**config.mk**
```make
export PLATFORM = sky130hd
export DESIGN_NAME = avg_unpool_stream
export DESIGN_NICKNAME = d
export VERILOG_FILES = /design/src/rtl/avg_unpool_stream.sv
export SDC_FILE = /design/constraint.sdc
export NUM_CORES = 1
export LEC_CHECK = 0
export ABC_CLOCK_PERIOD_IN_PS = 5900
export BUFFER_PORTS_ARGS = -buffer_cell sky130_fd_sc_hd__buf_4
export CAP_MARGIN = 20
export CELL_PAD_IN_SITES_DETAIL_PLACEMENT = 1
export CELL_PAD_IN_SITES_GLOBAL_PLACEMENT = 1
export CORE_MARGIN = 3
export CORE_UTILIZATION = 30
export DETAILED_ROUTE_END_ITERATION = 7
export PLACE_DENSITY_LB_ADDON = 0.25
export SYNTH_ARGS = -nofsm -noshare
export SYNTH_HDL_FRONTEND = slang
export SYNTH_SLANG_ARGS = --single-unit
```
**constraint.sdc**
```tcl
create_clock -name clk -period 5.9 [get_ports clk]
set_input_delay 1.18 -clock clk [delete_from_list [all_inputs] [get_ports clk]]
set_output_delay 1.18 -clock clk [all_outputs]
set_load 0.05 [all_outputs]
```
**src/rtl/avg_unpool_stream.sv**
```systemverilog
// avg_unpool_stream
//   Streaming 2x2 average-unpooling stage. Takes a raster-ordered IN_H x IN_W
//   map, one sample per handshake. It emits a raster-ordered 2*IN_H x 2*IN_W
//   map. Each input sample is arithmetically shifted right by SCALE_SHIFT and
//   then replicated into its 2x2 output block.
//
//   Even output rows emit each incoming sample twice and capture it in a line
//   buffer. Odd output rows accept no input; they replay the line buffer, with
//   each entry emitted twice.
//
// Ports
//   clk        rising-edge clock
//   rst        asynchronous active-high reset
//   in_valid   input sample valid
//   in_ready   block accepts input this cycle
//   in_data    signed input sample (raster order)
//   out_valid  output sample valid
//   out_ready  downstream accepts output
//   out_data   signed output sample (raster order)
//   out_last   final output sample of a frame
module avg_unpool_stream #(
   parameter int IN_W        = 14,
   parameter int IN_H        = 14,
   parameter int DATA_W      = 16,
   parameter int SCALE_SHIFT = 2
) (
   input  logic              clk,
   input  logic              rst,
   input  logic              in_valid,
   output logic              in_ready,
   input  logic [DATA_W-1:0] in_data,
   output logic              out_valid,
   input  logic              out_ready,
   output logic [DATA_W-1:0] out_data,
   output logic              out_last
);

   localparam int COL_W = (IN_W > 1) ? $clog2(IN_W) : 1;
   localparam int ROW_W = $clog2(2 * IN_H);

   localparam logic [COL_W-1:0] COL_LAST = COL_W'(IN_W - 1);
   localparam logic [ROW_W-1:0] ROW_LAST = ROW_W'(2 * IN_H - 1);

   typedef enum logic {
      EVEN = 1'b0,
      ODD  = 1'b1
   } state_e;

   state_e            state_q, state_d;
   logic [COL_W-1:0]  col_q, col_d;
   logic              dup_q, dup_d;
   logic [ROW_W-1:0]  orow_q, orow_d;
   logic              hold_valid_q, hold_valid_d;
   logic [DATA_W-1:0] hold_data_q, hold_data_d;
   logic [DATA_W-1:0] lb_q [IN_W];
   logic [DATA_W-1:0] lb_d [IN_W];

   logic [DATA_W-1:0] s_val;
   logic [COL_W-1:0]  col_inc;
   logic              xfer;
   logic              last_col;
   logic              in_ready_c;
   logic              accept;

   always_comb begin
      s_val    = DATA_W'($signed(in_data) >>> SCALE_SHIFT);
      col_inc  = col_q + COL_W'(1);
      xfer     = hold_valid_q && out_ready;
      last_col = (col_q == COL_LAST);
      // A sample is taken only when it can be the next thing held. At the
      // last column of an even row, the next output comes from the line
      // buffer, so input is refused there and no sample is lost.
      in_ready_c = !rst && (state_q == EVEN) &&
                   (!hold_valid_q || (xfer && dup_q && !last_col));
      accept   = in_valid && in_ready_c;
   end

   always_comb begin
      state_d      = state_q;
      col_d        = col_q;
      dup_d        = dup_q;
      orow_d       = orow_q;
      hold_valid_d = hold_valid_q;
      hold_data_d  = hold_data_q;
      lb_d         = lb_q;

      if (xfer) begin
         if (!dup_q) begin
            dup_d = 1'b1;
         end else begin
            dup_d = 1'b0;
            if (last_col) begin
               col_d  = '0;
               orow_d = (orow_q == ROW_LAST) ? '0 : orow_q + ROW_W'(1);
               if (state_q == EVEN) begin
                  // The whole row is now buffered; start replaying it.
                  state_d      = ODD;
                  hold_valid_d = 1'b1;
                  hold_data_d  = lb_q[0];
               end else begin
                  state_d      = EVEN;
                  hold_valid_d = 1'b0;
               end
            end else begin
               col_d = col_inc;
               if (state_q == ODD) begin
                  hold_data_d = lb_q[col_inc];
               end else begin
                  hold_valid_d = 1'b0;
               end
            end
         end
      end

      // col_d already points at the column this new sample occupies.
      if (accept) begin
         hold_valid_d = 1'b1;
         hold_data_d  = s_val;
         dup_d        = 1'b0;
         lb_d[col_d]  = s_val;
      end
   end

   always_ff @(posedge clk or posedge rst) begin
      if (rst) begin
         state_q      <= EVEN;
         col_q        <= '0;
         dup_q        <= 1'b0;
         orow_q       <= '0;
         hold_valid_q <= 1'b0;
         hold_data_q  <= '0;
      end else begin
         state_q      <= state_d;
         col_q        <= col_d;
         dup_q        <= dup_d;
         orow_q       <= orow_d;
         hold_valid_q <= hold_valid_d;
         hold_data_q  <= hold_data_d;
      end
   end

   // The line buffer is only read after it is written within the same
   // frame, so it needs no reset.
   always_ff @(posedge clk) begin
      lb_q <= lb_d;
   end

   assign in_ready  = in_ready_c;
   assign out_valid = hold_valid_q;
   assign out_data  = hold_data_q;
   assign out_last  = (orow_q == ROW_LAST) && last_col && dup_q && hold_valid_q;

endmodule

```
-- Yosys cells after proc, flatten, opt, wreduce, memory -nomap -nowiden
Index checks and enable logic that the tools add are counted.
- bitwise logic cells: 3
- reduce and logical (&&, ||, !) cells: 20
- eq/ne operators: 4
- mux-type cells: 25
- add/subtract/negate cells: 2
- magnitude comparators: 3
- operators with widths (operator ; number):
    $bwmux W224 ; 1
    $mux W16 ; 9
    $bmux W16 S4 ; 1
    $demux W16 S4 ; 1
    $mux W4 ; 3
    $ge A5 B5 Y1 const B ; 2
    $logic_and A1 B1 Y1 ; 10
    $not A4 Y5 ; 2
    $mux W1 ; 9
    $reduce_and A3 Y1 ; 2
    $add A5 B1 Y5 const B ; 1
    $eq A5 B5 Y1 const B ; 1
    $lt A5 B1 Y1 const B ; 1
    $mux W5 ; 1
    $add A4 B1 Y4 const B ; 1
    $eq A4 B4 Y1 const B ; 1
    $reduce_and A4 Y1 ; 1
    $reduce_bool A2 Y1 ; 2
    $logic_not A1 Y1 ; 3
    $ne A3 B1 Y1 const B ; 1
    $ne A3 B2 Y1 const B ; 1
    $reduce_bool A3 Y1 ; 1
    $logic_or A1 B1 Y1 ; 1
    $not A1 Y1 ; 1
- flip-flop bits (word level): 252
- word-level logic and storage cells: 77
- output and inout bits: 19

-- Longest topological paths before layout
- depth after elaboration: 10
- depth in mapped cells: 10
- depth with buffers taken out: 8

-- Worst setup path before layout
OpenSTA, ideal clock, no wires.
- path type: input port to output port
- from: input out_ready
- to: output in_ready
- data required time: 4.720 ns
- arrival time: 2.953 ns
- path buffers: 0
- slack: 1.767 ns
- cell stages on the path: 2
- cells stage by stage: a21boi_0 -> nor4_1
- word-level cells in the longest chain between the ends: 5
- ends and longest elaborated chain (what ; line ; RTL):
    from (decl) ; 33 ; input logic out_ready,
    $logic_and A1 B1 Y1 ; 68 ; xfer = hold_valid_q && out_ready;
    $logic_and A1 B1 Y1 (2 in series) ; 74 ; (!hold_valid_q || (xfer && dup_q && !last_col));
    $logic_or A1 B1 Y1 ; 74 ;
    $logic_and A1 B1 Y1 ; 73 ; in_ready_c = !rst && (state_q == EVEN) &&
    to (decl) ; 30 ; output logic in_ready,
No other way between the ends.

-- Worst setup path in the final report
- from: register col_q[3]
- to: register lb_q[0] (netlist name) (enable)
- word-level cells in the longest chain between the ends: 6
- ends and longest elaborated chain (what ; line ; RTL):
    from (decl) ; 50 ; logic [COL_W-1:0] col_q, col_d;
    from (signal assigned) ; 134 ; col_q <= col_d;
    $eq A4 B4 Y1 ; 69 ; last_col = (col_q == COL_LAST);
    $logic_not A1 Y1 ; 74 ;
    $logic_and A1 B1 Y1 ; 74 ;
    $logic_or A1 B1 Y1 ; 74 ;
    $logic_and A1 B1 Y1 ; 73 ;
    $logic_and A1 B1 Y1 ; 75 ; accept = in_valid && in_ready_c;
    to (signal assigned) ; 145 ; lb_q <= lb_d;
    to (decl) ; 55 ; logic [DATA_W-1:0] lb_q [IN_W];
No other way between the ends.
A chain may end at the register's enable or synchronous reset.

==> impl.org <==
** Outcome
- The flow ran to the end, and the final reports show no timing, DRC or antenna violations.

** Floorplanning
- Horizontal die dimension :: 183.4 microns
- The die covers 33620 sq um.
- For this configuration, the core starts out at a cell density of 30.61%.
- IO Pins :: 39
- Vertical die dimension :: 183.4 microns
- Core box area :: 30830 sq um
- # rows :: 64

** Routing
- Routed vias :: 5445
- Number of DRC markers in iteration 0 :: 456
- Post-Route WL :: 24720 microns
- For this run, the detailed router's first-pass iteration total came to 6.
- In the final routed layout, each cell accounts on average for 23.65 microns.
- The detail route stage leaves a number of antenna-violating nets equal to 0.
- Number of DRC violations after detailed routing :: 0
- After detailed routing, the number of vias per cell comes to 5.211.

** Worst setup path
- Type of the worst setup path :: reg2reg
- R2R Setup Slk :: 2260 ps
- Critical path data required time :: 6120 ps
- In this run the critical register-to-register path is launched from col_q[3].
- Worst flop-to-flop path endpoint :: lb_q[0]
- STA classifies the critical path startpoint as a flop.
- Worst setup EP type :: flop
- Depth of the worst register-to-register path :: 6
- The critical path starts at col_q[3].
- Data arrival at the endpoint of the critical path :: 3860 ps
- Max Fanout on Critical Path :: 27

** Logic synthesis
- Cell accounting for the most synthesized area :: sky130_fd_sc_hd__edfxtp_1
- Top cells by area in the synthesized netlist :: sky130_fd_sc_hd__edfxtp_1, sky130_fd_sc_hd__mux4_2, sky130_fd_sc_hd__dfrtp_1
- Synthesis produced a netlist with a net count of 605.
- Number of instances in the synthesized netlist :: 582
- Post-synthesis sequential area ratio :: 69.27%
- In the synthesized netlist the async set-or-reset flop fraction comes to 11.71%.
- Average cell area after synthesis :: 16.21 sq um
- Number of enable-type register cells in the synthesized netlist :: 196
- Cell area after technology mapping :: 9437 sq um
- Warnings, synthesis :: 0
- Most frequent cells after synthesis :: sky130_fd_sc_hd__edfxtp_1, sky130_fd_sc_hd__nand2_1, sky130_fd_sc_hd__mux4_2
- Yosys mapped the design onto 50 distinct sky130hd cell types.
- The top cell type by area accounts for 62.37% of the synthesized area.
- The synthesized design contains 222 register bits.
- Among all cell types in the netlist, the one instantiated most often is sky130_fd_sc_hd__edfxtp_1.
- Among all flip-flop cells after synthesis, the most frequent one is sky130_fd_sc_hd__edfxtp_1.

** Timing
- The clock arrives with 8.400 ps of skew.
- Worst hold slack :: 520.0 ps
- RSZ-0062 raised after global routing :: false
- Time the worst path needs with I/O delays and setup :: 3644 ps
- For the pin with the worst max-slew slack, the measured transition is 990.6 ps.
- Setup Viol. Count Final :: 0
- Once routing completed, OpenROAD measured the worst setup slack at 2256 ps.
- After routing, the total negative slack on setup checks comes to 0 ps.
- Based on the critical path, the design can be clocked at up to 274.4 MHz.
- Final number of hold-violating endpoints :: 0
- Of the available clock period, the critical path in the final layout requires 61.76%.
- Worst slew slack as a fraction of its limit :: 33.96%
- The count of pins over their slew limit came to 0.

** Cells and area
- Syn-to-layout area delta :: 15.82%
- Register Area :: 6540 sq um
- In the final layout, the multi-input gates occupy 2635 sq um.
- After routing the design area is 10930 sq um.
- Proportion of layout cells with a drive suffix above 1 :: 25.89%
- After filler insertion, the fill cell instance count of the layout stands at 3108.
- The number of antenna diodes in the final layout is 0.
- At the end of the flow, the number of nets in the layout was 653.

** Global routing
- Via count of the first global-routing pass :: 5891
- Entering global routing, the biggest net connects 55 pins.
- The first global-routing pass estimated 37630 microns of wire.
- The initial antenna violation count is 0.
- Overflow left after global routing :: 0
- Tot GR Track Use :: 14.83%

** Clocking
- Latest clock arrival within the worst-skew pair :: 520 ps
- After clock tree synthesis, the clock-pin slew on the worst setup and hold paths is 60 ps.
- CTS buffer count :: 25
- Clock tree synthesis selected as its root buffer the cell sky130_fd_sc_hd__clkbuf_16.
- In this run, post-CTS hold repair placed 0 buffers.
- After clock tree synthesis, the repair step resized 0 gates.
- In this run the number of H-tree levels came out at 1.
- The clock drives 222 sinks.
- In this run the post-CTS setup repair buffer count came out at 0.
- TritonCTS built the clock tree.
- No sink is reached through more buffers than the 3 on the longest clock path.

** Placement
- I/O Buffers :: 36
- Worst setup slack after placement :: 2061 ps
- The wire-length estimate of the detail-placed layout is 14590 microns.
- Routability congestion estimate from global placement :: 0.7976
- Summing all placed instances gives a cell area of 10180 sq um.

** Power and ir drop
- Of the total power, the share spent switching nets is 36.13%.
- The analysis attributes to cell leakage a power of 3.672 nW.
- In this run the power spent charging and discharging nets is 0.001967 W.
- Worst vdd ir :: 0.2732 mV
- Power density over cell area :: 498.2 nW/um^2
- Int Power :: 0.003478 W
- Per report_power, the sequential group accounts for 36.2% of the total.
- Clock power frac :: 26.4%
- Combinational logic is responsible for 37.4% of the overall power.

** Hold path
- Classification of the worst-slack hold path :: reg2reg
- The worst hold path was traced through 2 stages.
- End point of the worst hold path :: orow_q[4]
- Hold path start :: orow_q[4]

** Run
- Total of max-cap violations :: 0
registers in the layout, summed over array words and instances, names as in the netlist:
register   cells
col_q          4
orow_q         5
lb_q         196
out_data      14
out_valid      1
state_q        1
dup_q          1
worst max path at each step:
stage,end
after detailed placement,lb_q[0]
final,lb_q[0]
after global routing,lb_q[0]
after floorplan,in_ready
after CTS,lb_q[14]
after global placement,lb_q[0]
kinds of logic (layout without fill, tap and decap cells):
logic type,after synthesis,count (layout),synth area share (%)
flip-flops,222,222,69.27
XOR/XNOR,3,3,0.2785
adder cells (fa/ha/maj),3,3,0.3978
AO/OA/AOI/OAI,105,105,7.704
multiplexers,72,72,13.58
AND/OR/NAND/NOR,121,121,5.940
buffers and inverters,56,123,2.837
through the flow:
stage          util, %  std cells  total power (W)
3_3_place_gp     33.02        999         0.004032
5_1_grt          35.45       1045         0.005750
2_1_floorplan        -        582         0.003448
4_1_cts          35.45       1045         0.005510
3_5_place_dp     33.02        999         0.004062
6_report         35.45       1045         0.005445
cells in the final DEF (no fill, tap or decap), types with 12 or more instances in the layout:
| cell type | n |
|---|---|
| sky130_fd_sc_hd__a22oi_1 | 13 |
| sky130_fd_sc_hd__edfxtp_1 | 196 |
| sky130_fd_sc_hd__a32oi_1 | 14 |
| sky130_fd_sc_hd__mux4_2 | 42 |
| sky130_fd_sc_hd__clkbuf_16 | 25 |
| sky130_fd_sc_hd__inv_1 | 18 |
| sky130_fd_sc_hd__buf_4 | 59 |
| sky130_fd_sc_hd__o21ai_0 | 24 |
| sky130_fd_sc_hd__nand2_1 | 54 |
| sky130_fd_sc_hd__mux2_2 | 28 |
| sky130_fd_sc_hd__nor2_1 | 33 |
| sky130_fd_sc_hd__dfrtp_1 | 25 |
| sky130_fd_sc_hd__clkbuf_1 | 12 |
| sky130_fd_sc_hd__o211ai_1 | 16 |
| sky130_fd_sc_hd__a31oi_1 | 15 |
metal layers:
layer	up-vias	wire length, microns	GRT usage (%)
li1	2386	-	-
met1	2889	11460	21.06
met2	136	11750	24.53
met3	34	995	2.221
met4	0	511	2.925
met5	-	0	0
area by class of cell:
cell class                 count  share of cell area, %
clock buffer                  40                  6.514
sequential                   222                  59.84
timing repair buffer          59                  4.053
multi-input combinational    304                  24.11
clock inverter                 6                 0.3320
inverter                      18                 0.6182
tap                          396                  4.533
worst max-delay path: stages (launching register included):
cell and delay [ps]:
sky130_fd_sc_hd__dfrtp_1 820, sky130_fd_sc_hd__nand3_1 920, sky130_fd_sc_hd__nand2_1 250, sky130_fd_sc_hd__o21a_1 180, sky130_fd_sc_hd__nand2_1 120, sky130_fd_sc_hd__nor2_1 700
sky130_fd_sc_hd__buf_4 340
power by group through the flow:
stage | Sequential, W | Clock, W | Combinational [W]
after detailed placement | 0.00200 | 0 | 0.00206
final | 0.00197 | 0.00144 | 0.00204
after global placement | 0.00199 | 0 | 0.00204
after floorplan | 0.00209 | 0 | 0.00136
after global routing | 0.00199 | 0.00154 | 0.00221
after CTS | 0.00197 | 0.00147 | 0.00206
Power figures use the tool's default switching activity.
